**config.mk**
```make
export PLATFORM = sky130hd
export DESIGN_NAME = stage1_sequencer
export DESIGN_NICKNAME = d
export VERILOG_FILES = /design/src/rtl/stage1_sequencer.sv
export SDC_FILE = /design/constraint.sdc
export NUM_CORES = 1
export LEC_CHECK = 0
export BUFFER_PORTS_ARGS = -buffer_cell sky130_fd_sc_hd__buf_2
export CAP_MARGIN = 25
export CORE_MARGIN = 3
export CORE_UTILIZATION = 58
export DETAILED_ROUTE_END_ITERATION = 16
export PLACE_DENSITY = 0.8
export SYNTH_ARGS = -nofsm -noshare
export SYNTH_HDL_FRONTEND = slang
export SYNTH_SLANG_ARGS = --single-unit
export TNS_END_PERCENT = 30
```
**constraint.sdc**
```tcl
create_clock -name clk -period 4.9 [get_ports clk]
set_input_delay 1.47 -clock clk [delete_from_list [all_inputs] [get_ports clk]]
set_output_delay 1.47 -clock clk [all_outputs]
set_load 0.01 [all_outputs]
```
**src/rtl/stage1_sequencer.sv**
```systemverilog
// stage1_sequencer
//
// Streams a block of samples from the input sample memory into the
// first-stage datapath over a valid/ready link, counts the results the
// stage returns, and pulses done once every result is back.
//
// Ports
//   clk, reset            clock and asynchronous active-high reset
//   start                 begin a block (sampled in IDLE only)
//   base_addr, len        block description, captured on an accepted start
//   busy, done, err       status: block in progress / completion pulse /
//                         sticky protocol error
//   mem_rd_en/addr/data   sample memory read port, data one cycle after en
//   s_valid/data/last     sample stream towards the stage
//   s_ready               stage accepts the current sample
//   r_valid               stage reports one result
module stage1_sequencer #(
  parameter int ADDR_W = 10,
  parameter int DATA_W = 16
) (
  input  logic              clk,
  input  logic              reset,
  input  logic              start,
  input  logic [ADDR_W-1:0] base_addr,
  input  logic [ADDR_W:0]   len,
  output logic              busy,
  output logic              done,
  output logic              err,
  output logic              mem_rd_en,
  output logic [ADDR_W-1:0] mem_rd_addr,
  input  logic [DATA_W-1:0] mem_rd_data,
  output logic              s_valid,
  output logic [DATA_W-1:0] s_data,
  output logic              s_last,
  input  logic              s_ready,
  input  logic              r_valid
);

  localparam int CNT_W = ADDR_W + 1;

  typedef enum logic [1:0] {IDLE, RUN, DRAIN, FIN} state_t;

  state_t             state_q, state_d;
  logic [ADDR_W-1:0]  base_q, base_d;
  logic [CNT_W-1:0]   len_q, len_d;
  logic [CNT_W-1:0]   rd_cnt_q, rd_cnt_d;
  logic [CNT_W-1:0]   tx_cnt_q, tx_cnt_d;
  logic [CNT_W-1:0]   res_cnt_q, res_cnt_d;
  logic               err_q, err_d;

  // Skid buffer: cnt_q stored entries plus one read that may be in flight.
  logic               inflight_q, inflight_d;
  logic [1:0]         cnt_q, cnt_d;
  logic [DATA_W-1:0]  ent0_q, ent0_d;
  logic [DATA_W-1:0]  ent1_q, ent1_d;

  logic               fifo_valid;
  logic [DATA_W-1:0]  fifo_head;
  logic               xfer;
  logic [1:0]         occ;
  logic               rd_en;
  logic               res_inc;
  logic [CNT_W-1:0]   res_next;
  logic [CNT_W-1:0]   last_idx;
  logic               active;

  // Data returning from memory is presented straight to the stage when
  // nothing is stored ahead of it, so a sample read in cycle N can be
  // transferred in cycle N+1 and throughput stays at one per cycle.
  assign fifo_valid = (cnt_q != 2'd0) || inflight_q;
  assign fifo_head  = (cnt_q != 2'd0) ? ent0_q : mem_rd_data;
  assign xfer       = fifo_valid && s_ready;
  assign occ        = cnt_q + {1'b0, inflight_q};
  assign active     = (state_q == RUN) || (state_q == DRAIN);
  assign last_idx   = len_q - CNT_W'(1);

  // Counting stored plus in-flight entries keeps the buffer from overflowing
  // even when the stage stalls right as a read returns.
  assign rd_en      = (state_q == RUN) && (rd_cnt_q < len_q) && (occ < 2'd2);

  // Results beyond len are flagged as errors and not counted.
  assign res_inc    = r_valid && active && (res_cnt_q != len_q);
  assign res_next   = res_cnt_q + CNT_W'(res_inc);

  assign busy        = active;
  assign done        = (state_q == FIN);
  assign err         = err_q;
  assign mem_rd_en   = rd_en;
  assign mem_rd_addr = base_q + rd_cnt_q[ADDR_W-1:0];
  assign s_valid     = fifo_valid;
  assign s_data      = fifo_valid ? fifo_head : '0;
  assign s_last      = fifo_valid && (tx_cnt_q == last_idx);

  // Buffer next state
  always_comb begin
    ent0_d     = ent0_q;
    ent1_d     = ent1_q;
    cnt_d      = cnt_q;
    inflight_d = rd_en;
    unique case ({inflight_q, xfer})
      2'b10: begin
        if (cnt_q == 2'd0) ent0_d = mem_rd_data;
        else               ent1_d = mem_rd_data;
        cnt_d = cnt_q + 2'd1;
      end
      2'b01: begin
        ent0_d = ent1_q;
        cnt_d  = cnt_q - 2'd1;
      end
      2'b11: begin
        // With an empty buffer the returning word is the one transferred.
        if (cnt_q == 2'd1) begin
          ent0_d = mem_rd_data;
        end else if (cnt_q == 2'd2) begin
          ent0_d = ent1_q;
          ent1_d = mem_rd_data;
        end
      end
      default: ;
    endcase
  end

  // Control next state
  always_comb begin
    state_d   = state_q;
    base_d    = base_q;
    len_d     = len_q;
    rd_cnt_d  = rd_cnt_q + CNT_W'(rd_en);
    tx_cnt_d  = tx_cnt_q + CNT_W'(xfer);
    res_cnt_d = res_next;
    err_d     = err_q;

    unique case (state_q)
      IDLE: begin
        if (start) begin
          base_d    = base_addr;
          len_d     = len;
          rd_cnt_d  = '0;
          tx_cnt_d  = '0;
          res_cnt_d = '0;
          err_d     = 1'b0;
          state_d   = (len == '0) ? FIN : RUN;
        end
      end
      RUN: begin
        // The final transfer and the final result may share a cycle.
        if (xfer && (tx_cnt_q == last_idx)) begin
          state_d = (res_next == len_q) ? FIN : DRAIN;
        end
      end
      DRAIN: begin
        if (res_next == len_q) state_d = FIN;
      end
      FIN: begin
        state_d = IDLE;
      end
      default: state_d = IDLE;
    endcase

    // Error sources are applied last so an error in the same cycle as a
    // clearing start is still reported.
    if (r_valid && !active)                         err_d = 1'b1;
    if (r_valid && active && (res_cnt_q == len_q))  err_d = 1'b1;
    if (start && active)                            err_d = 1'b1;
  end

  always_ff @(posedge clk or posedge reset) begin
    if (reset) begin
      state_q    <= IDLE;
      base_q     <= '0;
      len_q      <= '0;
      rd_cnt_q   <= '0;
      tx_cnt_q   <= '0;
      res_cnt_q  <= '0;
      err_q      <= 1'b0;
      inflight_q <= 1'b0;
      cnt_q      <= 2'd0;
    end else begin
      state_q    <= state_d;
      base_q     <= base_d;
      len_q      <= len_d;
      rd_cnt_q   <= rd_cnt_d;
      tx_cnt_q   <= tx_cnt_d;
      res_cnt_q  <= res_cnt_d;
      err_q      <= err_d;
      inflight_q <= inflight_d;
      cnt_q      <= cnt_d;
    end
  end

  // Buffer storage is qualified by cnt_q, so it needs no reset.
  always_ff @(posedge clk) begin
    ent0_q <= ent0_d;
    ent1_q <= ent1_d;
  end

endmodule

```
**Word-level counts from Yosys, hierarchy flattened**

Cells that the tools add are included.

- $add $sub $neg: 8
- $lt $le $gt $ge: 2
- Reduce and logical (&&, ||, !) cells: 27
- Multiplexer cells: 28
- Eq/ne operators: 20

Operator list:

| operator | number |
|---|---|
| $mux W16 | 8 |
| $mux W11 | 6 |
| $pmux W16 S3 | 1 |
| $add A11 B1 Y11 | 3 |
| $eq A11 B11 Y1 | 3 |
| $pmux W16 S2 | 1 |
| $logic_not A11 Y1 | 1 |
| $lt A11 B11 Y1 | 1 |
| $ne A11 B11 Y1 | 1 |
| $sub A11 B1 Y11 const B | 1 |
| $add A10 B10 Y10 | 1 |
| $eq A2 B2 Y1 const B | 5 |
| $logic_and A1 B1 Y1 | 10 |
| $ne A2 B2 Y1 const B | 5 |
| $mux W2 | 4 |
| $pmux W2 S4 | 1 |
| $reduce_bool A4 Y1 | 2 |
| $eq A2 B1 Y1 const B | 3 |
| $mux W1 | 6 |
| $reduce_and A3 Y1 | 2 |
| $reduce_bool A2 Y1 | 3 |
| $logic_not A2 Y1 | 2 |
| $ne A2 B1 Y1 const B | 2 |
| $pmux W2 S2 | 1 |
| 10 further kinds | 12 |

- Register bits after elaboration: 92
- Output and inout bits: 32

**Longest topological paths before layout**

Gate-level depths: netlist of the first run.

- Word-level depth: 9
- Mapped depth: 15
- Depth with buffers taken out: 14

**Least setup slack after synthesis of the first run**

OpenSTA, ideal clock, no wires.

- Path kind: input-to-reg
- From: input r_valid
- To: register state_q[0]
- Path slack: 832 ps
- Stages: 11
- Required time: 4769 ps
- Data arrival time: 3938 ps
- Path through: inv_1 nor2_1 ha_1 ha_1 clkbuf_1 or4b_4 a2111oi_4 o2111ai_2 mux2_4 a211oi_1 mux2i_1

- Longest elaborated chain between the ends: 7

RTL lines:

| what | line | source |
|---|---|---|
| start, declared | 36 | `input logic r_valid` |
| $logic_and A1 B1 Y1 (*) (2 in a row) | 82 | `assign res_inc = r_valid && active && (res_cnt_q != len_q);` |
| $add A11 B1 Y11 (*) | 83 | `assign res_next = res_cnt_q + CNT_W'(res_inc);` |
| $eq A11 B11 Y1 (*) | 148, 152 |  |
| $mux W1 | 148 | `state_d = (res_next == len_q) ? FIN : DRAIN;` |
| $mux W2 | 147 | `if (xfer && (tx_cnt_q == last_idx)) begin` |
| $pmux W2 S4 | 133 | `unique case (state_q)` |
| end signal, assigned | 179 | `state_q <= state_d;` |
| end, declared | 43 | `state_t state_q, state_d;` |

Mark *: on every way between the ends. The rest lies on a longest branch, timed or not. The select of a mux whose other input is x is not followed.
A chain may end at the register's enable or synchronous reset.

**Final worst setup path of the first run**

- From: register rd_cnt_q[1]
- To: output mem_rd_addr[9]

- Longest elaborated chain between the ends: 1

RTL lines:

| what | line | source |
|---|---|---|
| start, declared | 46 | `logic [CNT_W-1:0] rd_cnt_q, rd_cnt_d;` |
| start signal, assigned | 182 | `rd_cnt_q <= rd_cnt_d;` |
| $add A10 B10 Y10 | 89 | `assign mem_rd_addr = base_q + rd_cnt_q[ADDR_W-1:0];` |
| end, declared | 30 | `output logic [ADDR_W-1:0] mem_rd_addr,` |

Every way passes these cells.

==> results of run 1 <==
[worst register-to-register path, stage by stage (launching register included)]
cell,delay [ns]
dfrtp_1,0.48
xnor2_1,0.39
nand4_1,0.21
o31ai_1,0.36
nor2_1,0.08
ha_1,0.30
ha_1,0.31
xnor3_1,0.23
a32oi_1,0.06
o211a_1,0.27
a2111oi_4,0.33
o2111ai_2,0.20
mux2_4,0.35
a211oi_1,0.21
mux2i_1,0.10
[per-stage QoR]
step | hold WS, ns | utilization (%)
floorplan | 0.4523 | -
global placement | 0.4663 | 64.76
detailed placement | 0.4704 | 64.76
CTS | 0.4953 | 66.65
global route | 0.5238 | 66.87
finish | 0.4918 | 66.87
[path summary, 6_finish.rpt]
check | from | end | cells past startpoint
setup / recovery | rd_cnt_q[1]$_DFF_PP0_ | mem_rd_addr[9] | 10
hold / removal | base_q[6]$_DFFE_PP0P_ | base_q[6]$_DFFE_PP0P_ | 2
setup reg to reg | len_q[10]$_DFFE_PP0P_ | state_q[0]$_DFFE_PP0P_ | 14
hold reg to reg | base_q[6]$_DFFE_PP0P_ | base_q[6]$_DFFE_PP0P_ | 2
max in group asynchronous | reset | tx_cnt_q[3]$_DFF_PP0_ | 3
min in group asynchronous | reset | base_q[2]$_DFFE_PP0P_ | 2
[layer usage]
layer  vias to the layer above  routed length [microns]  part of all wire (%)
li1                       2107                        -                     -
met1                      2110                     5286                    43
met2                        87                     6294                    51
met3                        13                      487                   4.0
met4                         0                      171                   1.4
met5                         -                        0                     0
[state kept, by name, summed over array words and instances, names as in the netlist]
signal	count
err	1
inflight_q	1
cnt_q	2
len_q	11
ent1_q	16
base_q	10
res_cnt_q	11
tx_cnt_q	11
ent0_q	16
rd_cnt_q	11
state_q	2
[final cells by class]
type | count | area share, %
Timing Repair Buffer | 76 | 6.419
Inverter | 43 | 2.588
Sequential cell | 92 | 39.48
Tap cell | 129 | 2.588
Multi-Input combinational cell | 416 | 46.10
Clock buffer | 10 | 2.046
Clock inverter | 6 | 0.7823
[synthesized netlist by cell type (2+ instances only)]
cell	n	share of area, %
nand2_1	77	5.1
dfrtp_1	60	27
o21ai_0	47	4.2
inv_1	43	2.9
xnor2_1	39	6.1
ha_1	34	7.6
edfxtp_1	32	17
nor2_1	31	2.1
xor2_1	26	4.1
clkbuf_1	24	1.6
nand3_1	21	1.9
a21oi_1	20	1.8
mux2_2	16	3.2
and2_1	11	1.2
and3_1	8	0.89
or3_1	8	0.89
a21o_1	5	0.67
mux2i_1	5	0.89
nand4_1	5	0.56
nor2b_1	5	0.56
nor3_1	5	0.45
nand2b_1	4	0.45
o211ai_1	4	0.53
a31oi_1	3	0.33
nand4b_1	3	0.47
nor4_1	3	0.33
o31ai_1	3	0.40
a21boi_0	2	0.27
a32oi_1	2	0.31
buf_1	2	0.13
buf_2	2	0.18
o211a_1	2	0.36
or4_4	2	0.40
or4b_4	2	0.49
[cells by family after synthesis]
logic type      synth area share [%]
compound gates                 11.18
xor+xnor                       10.54
fa+ha+maj                      7.931
buf+inv                        4.990
flops                          43.84
mux                            4.366
simple gates                   17.15
[placed cells by master, fill, tap and decap left out, types with 8 or more instances in the layout]
cell type / Yosys / layout
a21oi_1: 20 / 20
and2_1: 11 / 10
and3_1: 8 / 8
buf_2: 2 / 73
clkbuf_8: 0 / 9
dfrtp_1: 60 / 60
edfxtp_1: 32 / 32
ha_1: 34 / 34
inv_1: 43 / 42
mux2_2: 16 / 16
nand2_1: 77 / 77
nand3_1: 21 / 21
nor2_1: 31 / 31
o21ai_0: 47 / 47
or3_1: 8 / 8
xnor2_1: 39 / 39
xor2_1: 26 / 26
[power groups by stage]
| stage | logic (W) | clock network, W | registers, W |
|---|---|---|---|
| finish | 0.00163 | 0.000474 | 0.00132 |
| detailed placement | 0.00162 | 0 | 0.00133 |
| CTS | 0.00163 | 0.000481 | 0.00131 |
| global route | 0.00184 | 0.000514 | 0.00135 |
| floorplan | 0.00130 | 0 | 0.00119 |
| global placement | 0.00155 | 0 | 0.00131 |
==> results.tsv, run 1 <==
stage	metric	value	unit
global_routing	first-pass GRT wire length	20800	microns
die	row cnt	35	
die	DIE WIDTH	104.4	microns
pwr	Total Power	0.003422	W
cells_and_area	nets@finish	715	
global_routing	largest net degree at the start of global routing	60	
cells_and_area	layout cells sized above 1	18.82	%
critical_path	Bufs and invs on worst path	1	
yosys	Mapped Nets	657	
placed_design	Placed Area	6041	sq um
die	IO Count	74	
pwr	leakage power	2.859	nW
sta	Setup TNS Final	0	ns
clock_network	CTS H-tree lvls	3	
yosys	ys flop type	dfrtp_1	
sta	Worst Max-Slew Pin Slew	0.8902	ns
die	die footprint	10900	sq um
critical_path	Crit path largest cell delay	0.45	ns
clock_network	Post-CTS Setup Bufs	0	
yosys	Post-synth EDFFs	32	
global_routing	GRT Total Usage	23.33	%
critical_path	crit path DAT	2.70	ns
yosys	cell count after synthesis	580	
yosys	Syn Std Cell Area	5617	sq um
pwr	Sw Ratio	42.44	%
sta	Max Freq	239.6	MHz
clock_network	CTS Buffer Depth	2	
clock_network	Clock Sinks	92	
pwr	Net Sw Power	0.001453	W
global_routing	met1 usage	30.80	%
placed_design	IO buf count	73	
critical_path	Crit Path Max Fanout	5	
clock_network	Post-CTS Hold Buffers	0	
cells_and_area	Seq. cell area	2462	sq um
drt	DRC Markers	0	
die	chip height	104.4	microns
status	status	finished, final reports clean	
critical_path	Worst path top cell family by delay	compound AO/OA/AOI/OAI gates	
cells_and_area	multi-input logic area	2875	sq um
yosys	synth warn	0	
drt	final WL	12240	microns
clock_network	root buf cell	clkbuf_8	
sta	min Tclk post-route	4.173	ns
placed_design	DP HPWL	8882	microns
global_routing	vias in the first global route	4377	
clock_network	Clock Latency Late Sink	0.37	ns
drt	Routed WL per cell	15.85	microns
pwr	part of the power in registers	38.5	%
pwr	peak supply drop	0.2468	mV
critical_path	required time of the critical path	3.43	ns
critical_path	R2R Setup Slk	0.92	ns
sta	final worst slack	0.7268	ns
clock_network	CTS Buf Count	9	
cells_and_area	post-route cell area	6237	sq um
critical_path	critical path's slowest cell	dfrtp_1	
sta	max-slew violations	0	
drt	routed via count	4317	
critical_path	critical path class	flip-flop to primary output	
sta	worst relative slew slack	40.56	%
min_path	Worst Hold Class	flip-flop to flip-flop	
drt	TritonRoute pass-1 iters	5	
global_routing	initial antenna violation count	0	
clock_network	Clk pin slew, worst setup/hold paths	0.10	ns
critical_path	startpoint types	flip-flop	
global_routing	grt total ovfl	0	
drt	ANT nets after route	0	
yosys	Synth async-reset ratio	65.22	%
sta	final setup vio count	0	
pwr	pwr dens	548.7	nW/um^2
yosys	Syn Area/Cell	9.684	sq um
yosys	Yosys reg bits	92	
cells_and_area	synth-to-layout area growth	11.05	%
placed_design	DP Cell Count	755	
die	CORE AREA	9328	sq um
pwr	Internal Power	0.001970	W
cells_and_area	ANT cells	0	
yosys	Unique masters post-synth	58	
drt	vias per cell	5.592	
placed_design	GP Congestion	0.8614	
cells_and_area	Final Non-Filler Cells	772	
global_routing	global routing's busiest layer	met2	
placed_design	dpl ws	0.5567	ns
die	Starting Density	60.21	%
yosys	sequential-to-total area share from yosys stat	43.84	%
pwr	clock share of power	13.8	%
critical_path	CP most frequent cell	a21oi_1	
flow_run	maxcap violations	0	
sta	Final Hold Vio Count	0	
clock_network	CTS tree	done	
drt	Starting DRT DRC Count	329	
critical_path	element type at the critical path end	primary output	
sta	post-route clock period utilization	85.17	%
cells_and_area	Fillers	730	
clock_network	CTS resizes	0	
sta	unrepaired setup endpoints after global routing	no	
sta	clock skew	0.01407	ns
global_routing	met2 Use GR	40.27	%
global_routing	met3 Use GR	3.104	%
pwr	combinational power share	47.7	%
critical_path	worst path cell trace	ha_1 > a21o_1 > a21oi_1 > o21ai_0 > a21oi_1 > o21ai_0 > a21o_1 > a21oi_1 > xnor2_1 > buf_2	
Note: power is estimated with default switching activity, not from simulation.
==> inputs of run 2 (changes only) <==
--- a/config.mk
+++ b/config.mk
@@ -7,9 +7,11 @@
 export LEC_CHECK = 0
 export BUFFER_PORTS_ARGS = -buffer_cell sky130_fd_sc_hd__buf_2
 export CAP_MARGIN = 25
+export CORE_ASPECT_RATIO = 1.5
 export CORE_MARGIN = 3
 export CORE_UTILIZATION = 58
 export DETAILED_ROUTE_END_ITERATION = 16
+export GPL_TIMING_DRIVEN = 1
 export PLACE_DENSITY = 0.8
 export SYNTH_ARGS = -nofsm -noshare
 export SYNTH_HDL_FRONTEND = slang
==> results.tsv, run 2 (synthesized netlist as in run 1, its figures left out) <==
stage	metric	value	unit	change
die	die footprint	10930	sq um	was 10900 sq um
sta	post-route clock period utilization	85.70	%	was 85.17%
min_path	min-delay src	base_q[3]$_DFFE_PP0P_		was base_q[6]$_DFFE_PP0P_
critical_path	Crit Path Max Fanout	4		was 5
critical_path	startpoint types	flip-flop		unchanged
pwr	leakage power	2.934	nW	was 2.859 nW
sta	final worst slack	0.7008	ns	was 0.7268 ns
die	Starting Density	60.00	%	was 60.21%
sta	worst relative slew slack	52.31	%	was 40.56%
sta	clock skew	0.007712	ns	was 0.01407 ns
global_routing	largest net degree at the start of global routing	60		unchanged
clock_network	CTS resizes	0		unchanged
cells_and_area	nets@finish	716		was 715
pwr	Net Sw Power	0.001446	W	was 0.001453 W
placed_design	GP Congestion	0.9513		was 0.8614
cells_and_area	commonest non-fill, non-tap cells in the layout	nand2_1, buf_2, dfrtp_1, o21ai_0, inv_1		unchanged
clock_network	CTS tree	done		unchanged
status	status	finished, final reports clean		unchanged
clock_network	CTS H-tree lvls	3		unchanged
clock_network	Clk pin slew, worst setup/hold paths	0.06	ns	was 0.10 ns
pwr	combinational power share	45.1	%	was 47.7%
pwr	part of the power in registers	35.7	%	was 38.5%
global_routing	GRT Total Usage	23.64	%	was 23.33%
drt	DRC Markers	0		unchanged
sta	Worst Max-Slew Pin Slew	0.7153	ns	was 0.8902 ns
pwr	pwr dens	576.1	nW/um^2	was 548.7 nW/um^2
die	DIE WIDTH	86.35	microns	was 104.4 microns
drt	vias per cell	5.714		was 5.592
clock_network	CTS Buffer Depth	2		unchanged
clock_network	Post-CTS Hold Buffers	0		unchanged
pwr	peak supply drop	0.3374	mV	was 0.2468 mV
placed_design	IO buf count	73		unchanged
clock_network	CTS Buf Count	9		unchanged
drt	routed via count	4320		was 4317
cells_and_area	biggest regs	ent0_q x16, ent1_q x16		unchanged
drt	Starting DRT DRC Count	234		was 329
sta	Final Hold Vio Count	0		unchanged
sta	Max Freq	238.1	MHz	was 239.6 MHz
sta	final setup vio count	0		unchanged
drt	TritonRoute pass-1 iters	4		was 5
flow_run	maxcap violations	0		unchanged
cells_and_area	synth-to-layout area growth	13.34	%	was 11.05%
die	CORE AREA	9361	sq um	was 9328 sq um
sta	max-slew violations	0		unchanged
global_routing	vias in the first global route	4482		was 4377
die	row cnt	43		was 35
critical_path	element type at the critical path end	primary output		unchanged
die	chip height	126.5	microns	was 104.4 microns
global_routing	grt total ovfl	0		unchanged
min_path	Endpoint, Worst Hold	base_q[3]$_DFFE_PP0P_		was base_q[6]$_DFFE_PP0P_
cells_and_area	ANT cells	0		unchanged
critical_path	r2r endpoint	state_q[0]$_DFFE_PP0P_		unchanged
min_path	worst hold stages	2		unchanged
pwr	clock share of power	19.2	%	was 13.8%
sta	Setup TNS Final	0	ns	unchanged
pwr	Internal Power	0.002222	W	was 0.001970 W
placed_design	dpl ws	0.5092	ns	was 0.5567 ns
drt	final WL	12250	microns	was 12240 microns
drt	Routed WL per cell	16.20	microns	was 15.85 microns
clock_network	Post-CTS Setup Bufs	0		unchanged
critical_path	R2R cell count	14		unchanged
critical_path	critical path class	flip-flop to primary output		unchanged
cells_and_area	layout cells sized above 1	18.94	%	was 18.82%
pwr	Sw Ratio	39.42	%	was 42.44%
clock_network	Clock Latency Late Sink	0.33	ns	was 0.37 ns
cells_and_area	most common cell after layout, fill and taps aside	nand2_1		unchanged
critical_path	R2R Setup Slk	0.90	ns	was 0.92 ns
clock_network	Clock Sinks	92		unchanged
drt	ANT nets after route	0		unchanged
min_path	Worst Hold Class	flip-flop to flip-flop		unchanged
placed_design	DP HPWL	9335	microns	was 8882 microns
die	IO Count	74		unchanged
clock_network	root buf cell	clkbuf_16		was clkbuf_8
critical_path	required time of the critical path	3.43	ns	about the same
critical_path	crit path DAT	2.73	ns	was 2.70 ns
critical_path	worst r2r src	len_q[8]$_DFFE_PP0P_		was len_q[10]$_DFFE_PP0P_
global_routing	initial antenna violation count	0		unchanged
sta	min Tclk post-route	4.199	ns	was 4.173 ns
sta	unrepaired setup endpoints after global routing	no		unchanged
global_routing	first-pass GRT wire length	20360	microns	was 20800 microns
## run 2: cell count changes in the layout (fill, tap and decap cells not counted), sizes merged
cell	before	now
clkinvlp	2	1
buf	76	77
inv	45	43
clkinv	2	1
clkbuf	10	14
## run 2: worst max-delay path, stage by stage, from the launching register on
cell and delay (ns):
dfrtp_1 0.44, inv_1 0.13, ha_1 0.31, a21o_1 0.15
a21o_1 0.17, a21oi_1 0.19, nor2b_1 0.06, o21ai_0 0.17
nand2_1 0.07, a21oi_1 0.47, buf_2 0.24
## run 2: final cells by class
cell class	count	area, sq um
clock buffers	14	306.5
clock inverters	2	12.51
fillers	737	2995
inverters	43	161.4
multi-input cells	416	2875
flip-flops and latches	92	2462
well taps	112	140.1
repair buffers	77	407.9
## run 2: worst max path at each step
stage	from	to	cells past startpoint
floorplan	r_valid	state_q[0]$_DFFE_PP0P_	11
global placement	r_valid	state_q[0]$_DFFE_PP0P_	13
detailed placement	r_valid	state_q[0]$_DFFE_PP0P_	13
CTS	rd_cnt_q[1]$_DFF_PP0_	mem_rd_addr[9]	10
global route	r_valid	state_q[0]$_DFFE_PP0P_	13
finish	len_q[1]$_DFFE_PP0P_	mem_rd_en	10
## run 2: power by group through the flow
| stage | Clock (W) | Sequential [W] | Combinational [W] |
|---|---|---|---|
| global placement | 0 | 0.00131 | 0.00158 |
| CTS | 0.000722 | 0.00131 | 0.00165 |
| floorplan | 0 | 0.00119 | 0.00130 |
| global route | 0.000754 | 0.00134 | 0.00186 |
| detailed placement | 0 | 0.00132 | 0.00165 |
| finish | 0.000705 | 0.00131 | 0.00165 |
## run 2: stage by stage
stage | total power [W] | instances | instance area (sq um) | hold WS (ns) | utilization (%)
final | 0.003668 | 756 | 6366 | 0.4861 | 68.00
after global routing | 0.003952 | 756 | 6366 | 0.5055 | 68.00
after global placement | 0.002887 | 739 | 6027 | 0.4638 | 64.38
after floorplan | 0.002485 | 580 | 5617 | 0.4523 | -
after detailed placement | 0.002969 | 739 | 6027 | 0.4692 | 64.38
after CTS | 0.003686 | 755 | 6346 | 0.4845 | 67.79
## run 2: per-layer routing
layer / up-vias / GRT usage, % / wire [microns]
met4: 0 / 13.67 / 545
li1: 2113 / - / -
met5: - / 0 / 0
met1: 2033 / 25.53 / 4681
met2: 137 / 42.65 / 6471
met3: 37 / 3.639 / 548
